[src/rtl/brief_desc_packer_pkg.sv]
// Shared ORB BRIEF definitions: packer state encoding and default descriptor length.
package brief_desc_packer_pkg;

  localparam int DEFAULT_DESC_BITS = 256;

  typedef enum logic {
    COLLECT = 1'b0,
    PENDING = 1'b1
  } pack_state_t;

endpackage

[src/rtl/brief_desc_packer.sv]
// Packs the serial BRIEF comparison stream into DESC_BITS-wide descriptors,
// double-buffered so a new descriptor can collect while the last one waits downstream.
module brief_desc_packer
  import brief_desc_packer_pkg::*;
#(
  parameter int DESC_BITS = DEFAULT_DESC_BITS,
  parameter int CNT_W     = $clog2(DESC_BITS)
) (
  input  logic                 i_clk,
  input  logic                 i_rst,
  input  logic                 i_en,
  input  logic                 i_data,
  input  logic                 i_sof,
  input  logic                 i_ready,
  input  logic                 i_clr_err,
  output logic [DESC_BITS-1:0] o_desc,
  output logic                 o_valid,
  output logic [CNT_W-1:0]     o_bit_cnt,
  output logic                 o_overflow,
  output logic                 o_sync_err
);

  localparam logic [CNT_W-1:0] LAST_IDX = CNT_W'(DESC_BITS - 1);

  pack_state_t          state;
  pack_state_t          next_state;
  logic [CNT_W-1:0]     bit_cnt;
  logic [CNT_W-1:0]     wr_idx;
  logic [DESC_BITS-1:0] acc;
  logic [DESC_BITS-1:0] acc_wr;
  logic [DESC_BITS-1:0] desc_reg;
  logic                 valid_reg;
  logic                 overflow_reg;
  logic                 sync_err_reg;

  logic handshake;
  logic slot_free;
  logic take_bit;
  logic sof_bit;
  logic complete;
  logic load_direct;
  logic drain;
  logic drop_bit;
  logic sync_set;

  always_ff @(posedge i_clk or posedge i_rst) begin
    if (i_rst) begin
      state <= COLLECT;
    end else begin
      state <= next_state;
    end
  end

  // A finished descriptor parks in the accumulator only when the output slot is still occupied.
  always_comb begin
    next_state = state;
    case (state)
      COLLECT: begin
        if (complete && !slot_free) begin
          next_state = PENDING;
        end
      end
      PENDING: begin
        if (handshake) begin
          next_state = COLLECT;
        end
      end
      default: next_state = COLLECT;
    endcase
  end

  always_comb begin
    handshake   = valid_reg && i_ready;
    slot_free   = !valid_reg || i_ready;
    take_bit    = 1'b0;
    sof_bit     = 1'b0;
    complete    = 1'b0;
    drain       = 1'b0;
    drop_bit    = 1'b0;
    case (state)
      COLLECT: begin
        take_bit = i_en;
        sof_bit  = i_en && i_sof;
        complete = i_en && !i_sof && (bit_cnt == LAST_IDX);
      end
      PENDING: begin
        drain    = handshake;
        drop_bit = i_en;
      end
      default: begin
        take_bit = 1'b0;
      end
    endcase
    load_direct = complete && slot_free;
    sync_set    = sof_bit && (bit_cnt != '0);
    wr_idx      = sof_bit ? '0 : bit_cnt;
  end

  always_comb begin
    acc_wr         = acc;
    acc_wr[wr_idx] = i_data;
  end

  // A start-of-frame bit restarts collection at index 0, discarding any partial bits.
  always_ff @(posedge i_clk or posedge i_rst) begin
    if (i_rst) begin
      acc     <= '0;
      bit_cnt <= '0;
    end else if (take_bit) begin
      acc <= acc_wr;
      if (sof_bit) begin
        bit_cnt <= CNT_W'(1);
      end else if (complete) begin
        bit_cnt <= '0;
      end else begin
        bit_cnt <= bit_cnt + CNT_W'(1);
      end
    end
  end

  always_ff @(posedge i_clk or posedge i_rst) begin
    if (i_rst) begin
      desc_reg  <= '0;
      valid_reg <= 1'b0;
    end else begin
      if (load_direct) begin
        desc_reg <= acc_wr;
      end else if (drain) begin
        desc_reg <= acc;
      end
      if (load_direct || drain) begin
        valid_reg <= 1'b1;
      end else if (handshake) begin
        valid_reg <= 1'b0;
      end
    end
  end

  // Set events take priority over a clear arriving in the same cycle.
  always_ff @(posedge i_clk or posedge i_rst) begin
    if (i_rst) begin
      overflow_reg <= 1'b0;
      sync_err_reg <= 1'b0;
    end else begin
      if (drop_bit) begin
        overflow_reg <= 1'b1;
      end else if (i_clr_err) begin
        overflow_reg <= 1'b0;
      end
      if (sync_set) begin
        sync_err_reg <= 1'b1;
      end else if (i_clr_err) begin
        sync_err_reg <= 1'b0;
      end
    end
  end

  assign o_desc     = desc_reg;
  assign o_valid    = valid_reg;
  assign o_bit_cnt  = bit_cnt;
  assign o_overflow = overflow_reg;
  assign o_sync_err = sync_err_reg;

endmodule

[config.mk]
export PLATFORM = sky130hd
export DESIGN_NAME = brief_desc_packer
export DESIGN_NICKNAME = d
export VERILOG_FILES = /design/src/rtl/brief_desc_packer_pkg.sv /design/src/rtl/brief_desc_packer.sv
export SDC_FILE = /design/constraint.sdc
export NUM_CORES = 1
export LEC_CHECK = 0
export BUFFER_PORTS_ARGS = -buffer_cell sky130_fd_sc_hd__buf_2
export CAP_MARGIN = 5
export CORE_MARGIN = 5
export CORE_UTILIZATION = 47
export DETAILED_ROUTE_END_ITERATION = 10
export HOLD_SLACK_MARGIN = 0.1
export PLACE_DENSITY = 0.72
export SETUP_SLACK_MARGIN = 0.15
export SLEW_MARGIN = 0
export SYNTH_ARGS = -nofsm -noshare
export SYNTH_HDL_FRONTEND = slang
export SYNTH_SLANG_ARGS = --single-unit
[constraint.sdc]
create_clock -name i_clk -period 28.2 [get_ports i_clk]
set_input_delay 7.05 -clock i_clk [delete_from_list [all_inputs] [get_ports i_clk]]
set_output_delay 7.05 -clock i_clk [all_outputs]
set_load 0.01 [all_outputs]
# Yosys cells after proc, flatten, opt, wreduce, memory -nomap -nowiden
# Cells that the tools add are included.
[totals] register_bits=524 latch_bits=0 ramBits=0 romBits=0 output_inout_bits=267 word_cells=51 mem_count=0
[classes] n_addsub=1 multipliers=0 div_mod_pow=0 magnitude_cmp=2 n_eq_ne=1 shifts=0 muxes=21 bitwise=1 reduce_logical=18
[ops] op="$mux 256" count=2
[ops] op="$bwmux 256" count=1
[ops] op="$mux 8" count=3
[ops] op="$mux 1" count=13
[ops] op="$lt 8x9->1 const B" count=1
[ops] op="$add 8x1->8 const B" count=1
[ops] op="$demux 1 s8" count=1
[ops] op="$eq 8x8->1 const B" count=1
[ops] op="$ge 8x1->1 const B" count=1
[ops] op="$logic_and 1x1->1" count=8
[ops] op="$reduce_bool 2->1" count=4
[ops] op="$reduce_bool 8->1" count=1
[ops] op="$logic_not 1->1" count=3
[ops] op="$logic_or 1x1->1" count=2
[ops] op="$pmux 1 s2" count=1
[ops] op="$not 1->1" count=1

# Longest topological paths before layout
# Gate-level depths: netlist of run 1.
[depth] word_depth=9 ltp_mapped=8 ltp_nobuf=5

# Least setup slack after synthesis of run 1
# No wires, ideal clock.
[synth_path] path_type="input to register" from="input port i_en" to="register acc[228]" t_arrival_ns=8.487 required_ns=28.075 slack_ns=19.588 cell_stages=8 cell_sequence="buf_6 and3b_1 buf_2 or3_1 buf_2 buf_6 nor2_1 mux2_2"
[synth_via] elab_chain_cells=8 word_cells_on_any_way=10 cone_classes="2 x order compare; 6 x mux; 2 x reduce/logical"
[synth_lines] item="from (decl)" line="brief_desc_packer.sv:11" source="input logic i_en,"
[synth_lines] item="$logic_and 1x1->1" line="brief_desc_packer.sv:83" source="sof_bit = i_en && i_sof;"
[synth_lines] item="$mux 1" line="brief_desc_packer.sv:80" source="case (state)"
[synth_lines] item="$mux 8" line="brief_desc_packer.sv:96" source="wr_idx = sof_bit ? '0 : bit_cnt;"
[synth_lines] item="$lt 8x9->1 (implied by the code) or $ge 8x1->1 (tied branches)" line="brief_desc_packer.sv:101" source="acc_wr[wr_idx] = i_data;"
[synth_lines] item="$logic_and 1x1->1 (implied by the code)" line="brief_desc_packer.sv:101"
[synth_lines] item="$mux 1 (implied by the code)" line="brief_desc_packer.sv:101"
[synth_lines] item="$demux 1 s8" line="brief_desc_packer.sv:101"
[synth_lines] item="$bwmux 256" line="brief_desc_packer.sv:101"
[synth_lines] item="to (signal assigned)" line="brief_desc_packer.sv:110" source="acc <= acc_wr;"
[synth_lines] item="to (decl)" line="brief_desc_packer.sv:29" source="logic [DESC_BITS-1:0] acc;"
# Parallel ways exist; a longest one is shown, timed or not.
# A chain may end at the register's enable or synchronous reset.

# Worst setup path in the final report of run 1
[layout_path] from="input port i_sof" to="register desc_reg[96] (netlist: o_desc[96])"
[layout_via] elab_chain_cells=9 word_cells_on_any_way=16 cone_classes="2 x order compare; 7 x mux; 7 x reduce/logical"
[layout_lines] item="from (decl)" line="brief_desc_packer.sv:13" source="input logic i_sof,"
[layout_lines] item="$logic_and 1x1->1" line="brief_desc_packer.sv:83"
[layout_lines] item="$mux 1" line="brief_desc_packer.sv:80"
[layout_lines] item="$mux 8" line="brief_desc_packer.sv:96"
[layout_lines] item="$lt 8x9->1 (implied by the code) or $ge 8x1->1 (tied branches)" line="brief_desc_packer.sv:101"
[layout_lines] item="$logic_and 1x1->1 (implied by the code)" line="brief_desc_packer.sv:101"
[layout_lines] item="$mux 1 (implied by the code)" line="brief_desc_packer.sv:101"
[layout_lines] item="$demux 1 s8" line="brief_desc_packer.sv:101"
[layout_lines] item="$bwmux 256" line="brief_desc_packer.sv:101"
[layout_lines] item="$mux 256" line="brief_desc_packer.sv:126" source="if (load_direct) begin"
[layout_lines] item="to (signal assigned)" line="brief_desc_packer.sv:127" source="desc_reg <= acc_wr;"
[layout_lines] item="to (decl)" line="brief_desc_packer.sv:31" source="logic [DESC_BITS-1:0] desc_reg;"
# Parallel ways exist; a longest one is shown, timed or not.

==> qor.yml, run 1 <==
cts.sink_count: 524
hpwl_microns: 34500
syn_nets: 1583
rsz0062_at_grt: "false"
netlist.area_leader.share_pct: 60.9
port-buffer-count: 273
wl_microns: 54100
maxCapViolCount: 0
clk_pin_slew_ns: 0.06
worstHoldPathType: "reg -> reg"
crit_required_ns: 28.68
place_area_sq_mm: 0.0232
grt-busiest-layer: "met2"
core_area_sq_mm: 0.0454
crit_path_frequent_cell: "buf_4"
netlist_area_sq_mm: 0.0215
end_kind: "flop"
die_area_sq_mm: 0.0502
vias_per_cell: 5.41
cts_buffers: 54
postLayoutCellArea_sq_mm: 0.0249
htree_levels: 2
maxSlewHeadroom_pct: 16.8
use_met1_pct: 29.4
synth_edf_count: 0
die_width_microns: 224
grt_use_met3_pct: 5.14
synth_compound_area_share_pct: 0.913
synth.area.top_cells: "dfrtp_1 61%, mux2_2 16%, mux2_1 9.5%"
placementRows: 78
synthAdderAreaFrac_pct: 0.116
tns_ns: 0
synth_top_family_by_area: "multiplexers"
fin_skew_ns: 0.0234
dr.pass1.iters: 5
drive_gt1_share_pct: 37.8
post_cts_buffers: 0
worstMarginPinSlew_ns: 1.24
antenna_found_initial: 2
setup_viol_count_final: 0
synth.distinct_cells: 46
met2_usage_pct: 33.6
cts_max_path_buffers: 3
slowest_stage: "o21ai_4"
start_util_pct: 47.4
final_cell_mix: "524 x dfrtp_1, 311 x mux2_2, 272 x buf_2, 198 x nor2_1, 182 x mux2_1"
hold_buffers: 0
vdd_ir_drop_max_v: 0.0000399
cp-startpoint: "i_sof"
drtIter0Drc: 887
startpoint_type: "input pin"
top_level_ports: 274
r2r-start: "o_bit_cnt[1]"
syn-instance-count: 1574
slowest_delay_ns: 0.94
synth_top_area_cell: "dfrtp_1"
cts_tree: "built"
path_max_fanout: 68
powerDensity_mw_per_mm2: 60.4
slew_violations: 0
grt_pass1_vias: 13891
ys_warn_count: 0
synth_seq_cells: 524
worst-endpoint-arrival_ns: 10.51
place_congestion: 0.844
die_h_microns: 224
clk_latency_ns: 0.60
cts-root-buf: "clkbuf_16"
p_leak_nw: 13.4
nFillCells: 3779
synthSimpleGateAreaFrac_pct: 8.46
path_cells: "buf_2 > nand4b_1 > nor3_4 > o21ai_4 > buf_4 > buf_4 > mux2_1"
drc: 0
final_common_cell: "dfrtp_1"
synth_ff_type: "dfrtp_1"
grt_pass1_wl_microns: 84300
wire_per_inst_microns: 22.0
path_class: "in -> reg"
period_share_pct: 35.6
synth_xor_area_share_pct: 0.0814
fin_nets: 1821
fmax_ghz: 0.0997
gr-total-overflow: 0
globalRouteTotalUtil_pct: 21.4
yosysSeqAreaShare_pct: 60.9
area.sequential_sq_mm: 0.0131
grt_start_max_net_pins: 172
status: "finished clean"
cts_resized: 0
synth_area_per_cell_sq_um: 13.7
async_reset_ff_share_pct: 100
vias: 13296
min_from: "acc[65]"
synth.area.mux_share_pct: 26.4
hold_viol: 0
fin_crit_ns: 10.03
multi_input_area_sq_mm: 0.00774
ant_nets: 0
area_delta_synth_final_pct: 15.7
-- flip-flops by register name (all words and copies together) (netlist names) --
| name | count |
|---|---|
| o_desc | 256 |
| o_overflow | 1 |
| o_bit_cnt | 8 |
| o_valid | 1 |
| acc | 256 |
| o_sync_err | 1 |
| state | 1 |
-- cell families (layout without fill, tap and decap cells) --
group,Yosys count,in the layout
other,0,2
adder cells (fa/ha/maj),2,2
XOR/XNOR,2,2
AND/OR/NAND/NOR,387,387
buffers and inverters,118,398
multiplexers,505,505
AO/OA/AOI/OAI,36,36
flip-flops,524,524
-- synth_stat cells (all sizes together), types with 2 or more instances --
library cell / number
and3: 8
ha: 2
inv: 6
buf: 77
o21ai: 23
nor2: 198
nor3: 19
mux2i: 12
nor4: 9
clkbuf: 35
nand2b: 9
nand4: 12
or3: 3
xor2: 2
mux2: 493
nand3: 47
nand4b: 3
and2: 3
nor2b: 9
a21oi: 8
dfrtp: 524
nand2: 58
-- path summary, 6_finish.rpt --
kind | slack [ns] | cells after the start | endpoint
hold reg to reg | 0.48 | 1 | o_desc[65]
max in group asynchronous | 19.02 | 4 | o_desc[157]
min in group asynchronous | 6.63 | 2 | o_desc[50]
hold / removal | 0.48 | 1 | o_desc[65]
setup reg to reg | 24.15 | 7 | o_desc[96]
setup / recovery | 18.17 | 7 | o_desc[96]
-- final cells by class --
cell class | count | area share (%)
diodes | 2 | 0.0201
clock buffers | 85 | 6.50
clock inverters | 13 | 0.402
inverters | 6 | 0.121
multi-input cells | 932 | 31.1
flip-flops and latches | 524 | 52.7
well taps | 600 | 3.01
repair buffers | 294 | 6.20
-- metrics by stage --
step           utilization (%)  worst slack [ns]  hold WS (ns)  power [W]  instances
5_1_grt                   54.9             17.96         0.492    0.00156       2456
6_report                  54.9             18.17         0.476    0.00151       2456
3_5_place_dp              51.1             17.52         0.466   0.000832       2356
3_3_place_gp              51.1             17.62         0.459   0.000831       2356
4_1_cts                   54.9             18.15         0.475    0.00152       2454
2_1_floorplan                -              6.51         0.450   0.000814       1574
-- where the power goes --
group          internal (W)  switching, W  total [W]
clock              0.000394      0.000294   0.000687
sequential         0.000760    0.00000487   0.000764
combinational     0.0000120     0.0000415  0.0000535
-- critical path: cells and delay by family --
| family | cells | cell delay, ns |
|---|---|---|
| AO/OA/AOI/OAI | 1 | 0.94 |
| buffers and inverters | 3 | 1.69 |
| AND/OR/NAND/NOR | 2 | 0.33 |
| multiplexers | 1 | 0.40 |
-- per-layer routing --
layer	vias up	routed length, microns	part of all wire (%)
li1	5906	-	-
met1	6927	23600	44
met2	365	24900	46
met3	98	3750	6.9
met4	0	1890	3.5
met5	-	0	0
(Power assumes the default switching activity.)
==> inputs of run 2 (changes only) <==
--- a/config.mk
+++ b/config.mk
@@ -11,7 +11,7 @@
 export CORE_UTILIZATION = 47
 export DETAILED_ROUTE_END_ITERATION = 10
 export HOLD_SLACK_MARGIN = 0.1
-export PLACE_DENSITY = 0.72
+export PLACE_DENSITY = 0.75
 export SETUP_SLACK_MARGIN = 0.15
 export SLEW_MARGIN = 0
 export SYNTH_ARGS = -nofsm -noshare
==> constraint.sdc (replaced) <==
create_clock -name i_clk -period 8.5 [get_ports i_clk]
set_input_delay 2.125 -clock i_clk [delete_from_list [all_inputs] [get_ports i_clk]]
set_output_delay 2.125 -clock i_clk [all_outputs]
set_load 0.01 [all_outputs]
==> run 2 against run 1 <==
  * Sequential power rose to 3.3 times the previous value
  * Cell count increased by 0.12%
  * Count of clock-buffer cells in the layout down 8
  * Clock power rose to 3.4 times the previous value
  * Hold slack barely moved
  * Total power grew to 3.4 times the previous value
  * Register-to-register slack got worse by 19 ns
  * Global-route usage decreased by 0.066 points
  * Critical endpoint is now o_desc[156]
  * Largest cell class unchanged
  * Highest routed layer unchanged
==> qor.yml, run 2 (synthesis gave the netlist of run 1 again) <==
vias_per_cell: 5.40
powerDensity_mw_per_mm2: 203
die_area_sq_mm: 0.0502
cts_resized: 0
path_cells: "buf_2 > nand4b_1 > nor3_4 > o21ai_4 > buf_4 > buf_4 > mux2_2"
dr.pass1.iters: 5
hold_buffers: 0
end_kind: "flop"
drc: 0
nFillCells: 3681
grt_pass1_wl_microns: 83900
maxSlewHeadroom_pct: 15.1
period_share_pct: 52.8
placementRows: 78
start_util_pct: 47.4
place_congestion: 0.840
slowest_delay_ns: 0.80
die_width_microns: 224
post_cts_buffers: 0
slowest_stage: "buf_4"
wire_per_inst_microns: 22.0
status: "finished clean"
p_leak_nw: 13.4
crit_required_ns: 8.98
fin_nets: 1823
hpwl_microns: 35000
layout_setup_ws_ns: 4.01
port-buffer-count: 273
path_max_fanout: 66
crit_family: "buffers and inverters"
slew_violations: 0
cts_tree: "built"
worstMarginPinSlew_ns: 1.27
fin_skew_ns: 0.0266
dp_slack_ns: 3.41
vias: 13267
drive_gt1_share_pct: 38.3
crit_path_frequent_cell: "buf_4"
final_common_cell: "dfrtp_1"
clk_latency_ns: 0.61
ant_nets: 0
final_cell_mix: "524 x dfrtp_1, 311 x mux2_2, 272 x buf_2, 198 x nor2_1, 182 x mux2_1"
worst-endpoint-arrival_ns: 4.97
grt_pass1_vias: 13903
cts.sink_count: 524
path_class: "in -> reg"
rsz0062_at_grt: "false"
area_delta_synth_final_pct: 16.2
cts_buffers: 54
critical_path_buf_inv_count: 3
maxCapViolCount: 0
fmax_ghz: 0.223
worstHoldPathType: "reg -> reg"
grt_start_max_net_pins: 176
core_area_sq_mm: 0.0454
clk_pin_slew_ns: 0.06
cts_max_path_buffers: 3
tns_ns: 0
htree_levels: 2
vdd_ir_drop_max_v: 0.000141
hold_viol: 0
wl_microns: 54000
die_h_microns: 224
drtIter0Drc: 1067
power.total_w: 0.00508
fin_crit_ns: 4.49
cts-root-buf: "clkbuf_16"
gr-total-overflow: 0
antenna_found_initial: 1
startpoint_type: "input pin"
setup_viol_count_final: 0
globalRouteTotalUtil_pct: 21.4
top_level_ports: 274
==> run 2: cell type report <==
cell class / instances / area, sq um / share of cell area, %
Inverter: 6 / 26.3 / 0.105
Tap cell: 600 / 751 / 3.00
Antenna cell: 1 / 2.50 / 0.0100
Clock inverter: 23 / 203 / 0.810
Clock buffer: 77 / 1590 / 6.35
Sequential cell: 524 / 13100 / 52.4
Multi-Input combinational cell: 932 / 7740 / 31.0
Timing Repair Buffer: 296 / 1580 / 6.33
==> run 2: per-stage QoR <==
stage / cells / util [%] / instance area [sq um] / hold slack (ns)
global route: 2459 / 55.1 / 25000 / 0.496
CTS: 2458 / 55.1 / 25000 / 0.481
floorplan: 1574 / - / 21500 / 0.450
finish: 2459 / 55.1 / 25000 / 0.476
detailed placement: 2358 / 51.2 / 23200 / 0.468
global placement: 2358 / 51.2 / 23200 / 0.461
==> run 2: metal layers <==
metal / global-route usage (%) / part of all wire (%) / up-vias
met2: 34.0 / 47 / 391
met1: 28.5 / 42 / 6879
li1: - / - / 5900
met5: 0 / 0 / -
met4: 6.11 / 2.8 / 0
met3: 6.85 / 8.0 / 97
==> run 2: worst register-to-register path: cells and delay by family, from the launching register on <==
kind / cells / cell delay, ns
buffers and inverters: 2 / 1.57
multiplexers: 1 / 0.45
adder cells (fa/ha/maj): 1 / 0.33
flip-flops: 1 / 0.49
AO/OA/AOI/OAI: 1 / 0.19
AND/OR/NAND/NOR: 2 / 0.29
==> run 2: final timing paths <==
kind                               from          end  slack, ns  depth (start not counted)
setup / recovery                  i_sof  o_desc[156]       4.01                          7
hold / removal                  acc[41]   o_desc[41]       0.48                          1
setup reg to reg           o_bit_cnt[0]  o_desc[156]       5.05                          7
hold reg to reg                 acc[41]   o_desc[41]       0.48                          1
max in group asynchronous         i_rst     acc[111]       5.35                          4
min in group asynchronous         i_rst   o_desc[34]       1.70                          3
==> run 2: power breakdown <==
group | internal [W] | total (W) | switching, W
Clock | 0.00137 | 0.00236 | 0.000996
Combinational | 0.0000402 | 0.000175 | 0.000135
Sequential | 0.00252 | 0.00254 | 0.0000188
==> inputs of run 3 (changes only) <==
--- a/config.mk
+++ b/config.mk
@@ -5,13 +5,14 @@
 export SDC_FILE = /design/constraint.sdc
 export NUM_CORES = 1
 export LEC_CHECK = 0
+export ABC_AREA = 1
 export BUFFER_PORTS_ARGS = -buffer_cell sky130_fd_sc_hd__buf_2
 export CAP_MARGIN = 5
 export CORE_MARGIN = 5
 export CORE_UTILIZATION = 47
 export DETAILED_ROUTE_END_ITERATION = 10
 export HOLD_SLACK_MARGIN = 0.1
-export PLACE_DENSITY = 0.75
+export PLACE_DENSITY = 0.71
 export SETUP_SLACK_MARGIN = 0.15
 export SLEW_MARGIN = 0
 export SYNTH_ARGS = -nofsm -noshare
==> constraint.sdc (replaced) <==
create_clock -name i_clk -period 4.6 [get_ports i_clk]
set_input_delay 1.15 -clock i_clk [delete_from_list [all_inputs] [get_ports i_clk]]
set_output_delay 1.15 -clock i_clk [all_outputs]
set_load 0.01 [all_outputs]
==> run 3 against run 2 <==
  * Via count rose by 62%
  * First-iteration DRC count rose by 120%
  * Sequential share of layout area down 6.8 points
  * Clock power is 94% higher
  * Sequential power is 89% higher
  * Critical endpoint is now acc[204]
  * Largest cell class unchanged
  * Largest power group unchanged
  * Highest routed layer is now met5
==> qor.yml, run 3 <==
maxSlewHeadroom_pct: 19.6
hold_buffers: 0
p_switching_w: 0.00262
synth_top_area_cell: "dfrtp_1"
synth_ff_type: "dfrtp_1"
async_reset_ff_share_pct: 100
power.total_w: 0.0102
period_share_pct: 60.8
post_cts_buffers: 0
cts_buffers: 57
crit_path_frequent_cell: "nand3_1"
place_congestion: 0.825
vdd_ir_drop_max_v: 0.000276
worst-endpoint-arrival_ns: 3.30
end_kind: "flop"
globalRouteTotalUtil_pct: 25.1
ys_warn_count: 0
path_max_fanout: 34
holdWs_ns: 0.475
path_class: "in -> reg"
area_delta_synth_final_pct: 12.9
fin_skew_ns: 0.0283
p_sw_share_pct: 25.7
wl_microns: 75400
drtIter0Drc: 2327
syn_nets: 3125
tns_ns: 0
synth.area.top_cells: "dfrtp_1 52%, nand2_1 15%, nand3_1 12%"
seqPwrFrac_pct: 47.1
worstHoldPathType: "reg -> reg"
synth_area_per_cell_sq_um: 8.16
postLayoutCellArea_sq_mm: 0.0287
slowest_stage: "clkinv_1"
gr-total-overflow: 0
placementRows: 85
cts_resized: 0
hold_viol: 0
hpwl_microns: 46000
rsz0062_at_grt: "false"
setup_viol_count_final: 0
slew_violations: 0
start_util_pct: 47.4
worstMarginPinSlew_ns: 1.20
wire_per_inst_microns: 18.8
antenna_found_initial: 3
final_common_cell: "nand2_1"
multi_input_area_sq_mm: 0.00979
path_cells: "buf_2 > nand3_4 > nand3_1 > clkinv_1 > nand3_1 > nand2_1 > nand3_1 > nand2_1"
htree_levels: 2
area.sequential_sq_mm: 0.0131
cts_tree: "built"
netlist.area_leader.share_pct: 51.5
yosysSeqAreaShare_pct: 51.5
cts_max_path_buffers: 3
nFillCells: 4936
intPower_w: 0.00758
syn-instance-count: 3116
core_area_sq_mm: 0.0537
final_cell_mix: "1026 x nand2_1, 586 x nand3_1, 524 x dfrtp_1, 281 x inv_1, 273 x buf_2"
p_clk_share_pct: 45.0
powerDensity_mw_per_mm2: 355
synth_seq_cells: 524
grt_pass1_vias: 19998
fin_crit_ns: 2.80
pwr-share-comb_pct: 7.9
maxCapViolCount: 0
cts.sink_count: 524
die_area_sq_mm: 0.0589
drc: 0
top_level_ports: 274
die_h_microns: 243
netlist_area_sq_mm: 0.0254
synth_edf_count: 0
dr.pass1.iters: 6
crit_required_ns: 5.11
clk_latency_ns: 0.62
fmax_ghz: 0.357
ys_top_cells_by_count: "1027 x nand2_1, 586 x nand3_1, 524 x dfrtp_1"
place_area_sq_mm: 0.0268
port-buffer-count: 273
final_core_utilization_pct: 53.5
fin_nets: 3279
vias_per_cell: 5.37
startpoint_type: "input pin"
vias: 21535
status: "finished clean"
ant_nets: 0
p_leak_nw: 14.8
cts-root-buf: "clkbuf_16"
die_width_microns: 243
grt_pass1_wl_microns: 118000
yosysMostFrequentCell: "nand2_1"
synth.distinct_cells: 31
clk_pin_slew_ns: 0.06
drive_gt1_share_pct: 18.6
slowest_delay_ns: 0.67
grt_start_max_net_pins: 143
run 3: cell types whose count changed after synthesis, sizes merged, moves of 9 or more:
cell,delta
nand2,+974
nand3,+546
mux2,-493
o21ai,+346
inv,+299
nor2,-167
buf,+86
clkbuf,+28
nor3,-17
mux2i,-12
nand2b,-9
nor2b,-9
nor4,-9
run 3: path summary, 6_finish.rpt:
kind | startpoint | end | slack [ns] | depth (start not counted)
max | i_en | acc[204] | 1.80 | 8
min | o_desc[101] | o_desc[101] | 0.47 | 2
max reg2reg | o_bit_cnt[2] | acc[255] | 1.93 | 8
min reg2reg | o_desc[101] | o_desc[101] | 0.47 | 2
max in group asynchronous | i_rst | acc[29] | 2.73 | 3
min in group asynchronous | i_rst | o_desc[185] | 0.64 | 2
run 3: logic make-up (layout without fill, tap and decap cells):
family / count (synthesis) / count (layout) / share of synthesized area [%]
simple gates: 1679 / 1679 / 28.5
buf+inv: 533 / 730 / 10.1
flops: 524 / 524 / 51.5
compound gates: 377 / 377 / 9.67
fa+ha+maj: 2 / 2 / 0.0983
xor+xnor: 1 / 1 / 0.0344
other cells: 0 / 2 / 0
run 3: worst max-delay path: cells and delay by family:
kind | cells | cell delay (ns)
and+or+nand+nor | 6 | 1.30
buffers and inverters | 2 | 0.82
run 3: metal layers:
metal  GRT usage [%]  wire length, microns  share of wire (%)
met4            7.03                  2250                3.0
met3            5.83                  6280                8.3
met2            38.8                 34000                 45
met5               0                    13              0.017
met1            35.8                 32900                 44
run 3: final cells by class:
| type | count | share of cell area, % |
|---|---|---|
| multi-input cells | 2059 | 34.1 |
| clock inverters | 17 | 0.523 |
| diodes | 2 | 0.0174 |
| flip-flops and latches | 524 | 45.7 |
| clock buffers | 85 | 6.01 |
| repair buffers | 321 | 6.54 |
| inverters | 307 | 4.11 |
| well taps | 696 | 3.03 |
run 3: power by group through the flow:
stage | logic, W | registers [W] | clock network, W
finish | 0.000802 | 0.00480 | 0.00459
global route | 0.000881 | 0.00481 | 0.00486
CTS | 0.000799 | 0.00480 | 0.00466
detailed placement | 0.000797 | 0.00488 | 0
global placement | 0.000786 | 0.00488 | 0
floorplan | 0.000537 | 0.00487 | 0
run 3: stage by stage:
stage               setup WS [ns]  std cells
floorplan                   -3.67       3116
global placement             1.29       3907
detailed placement           1.19       3907
CTS                          1.84       4009
global route                 1.60       4009
finish                       1.80       4011
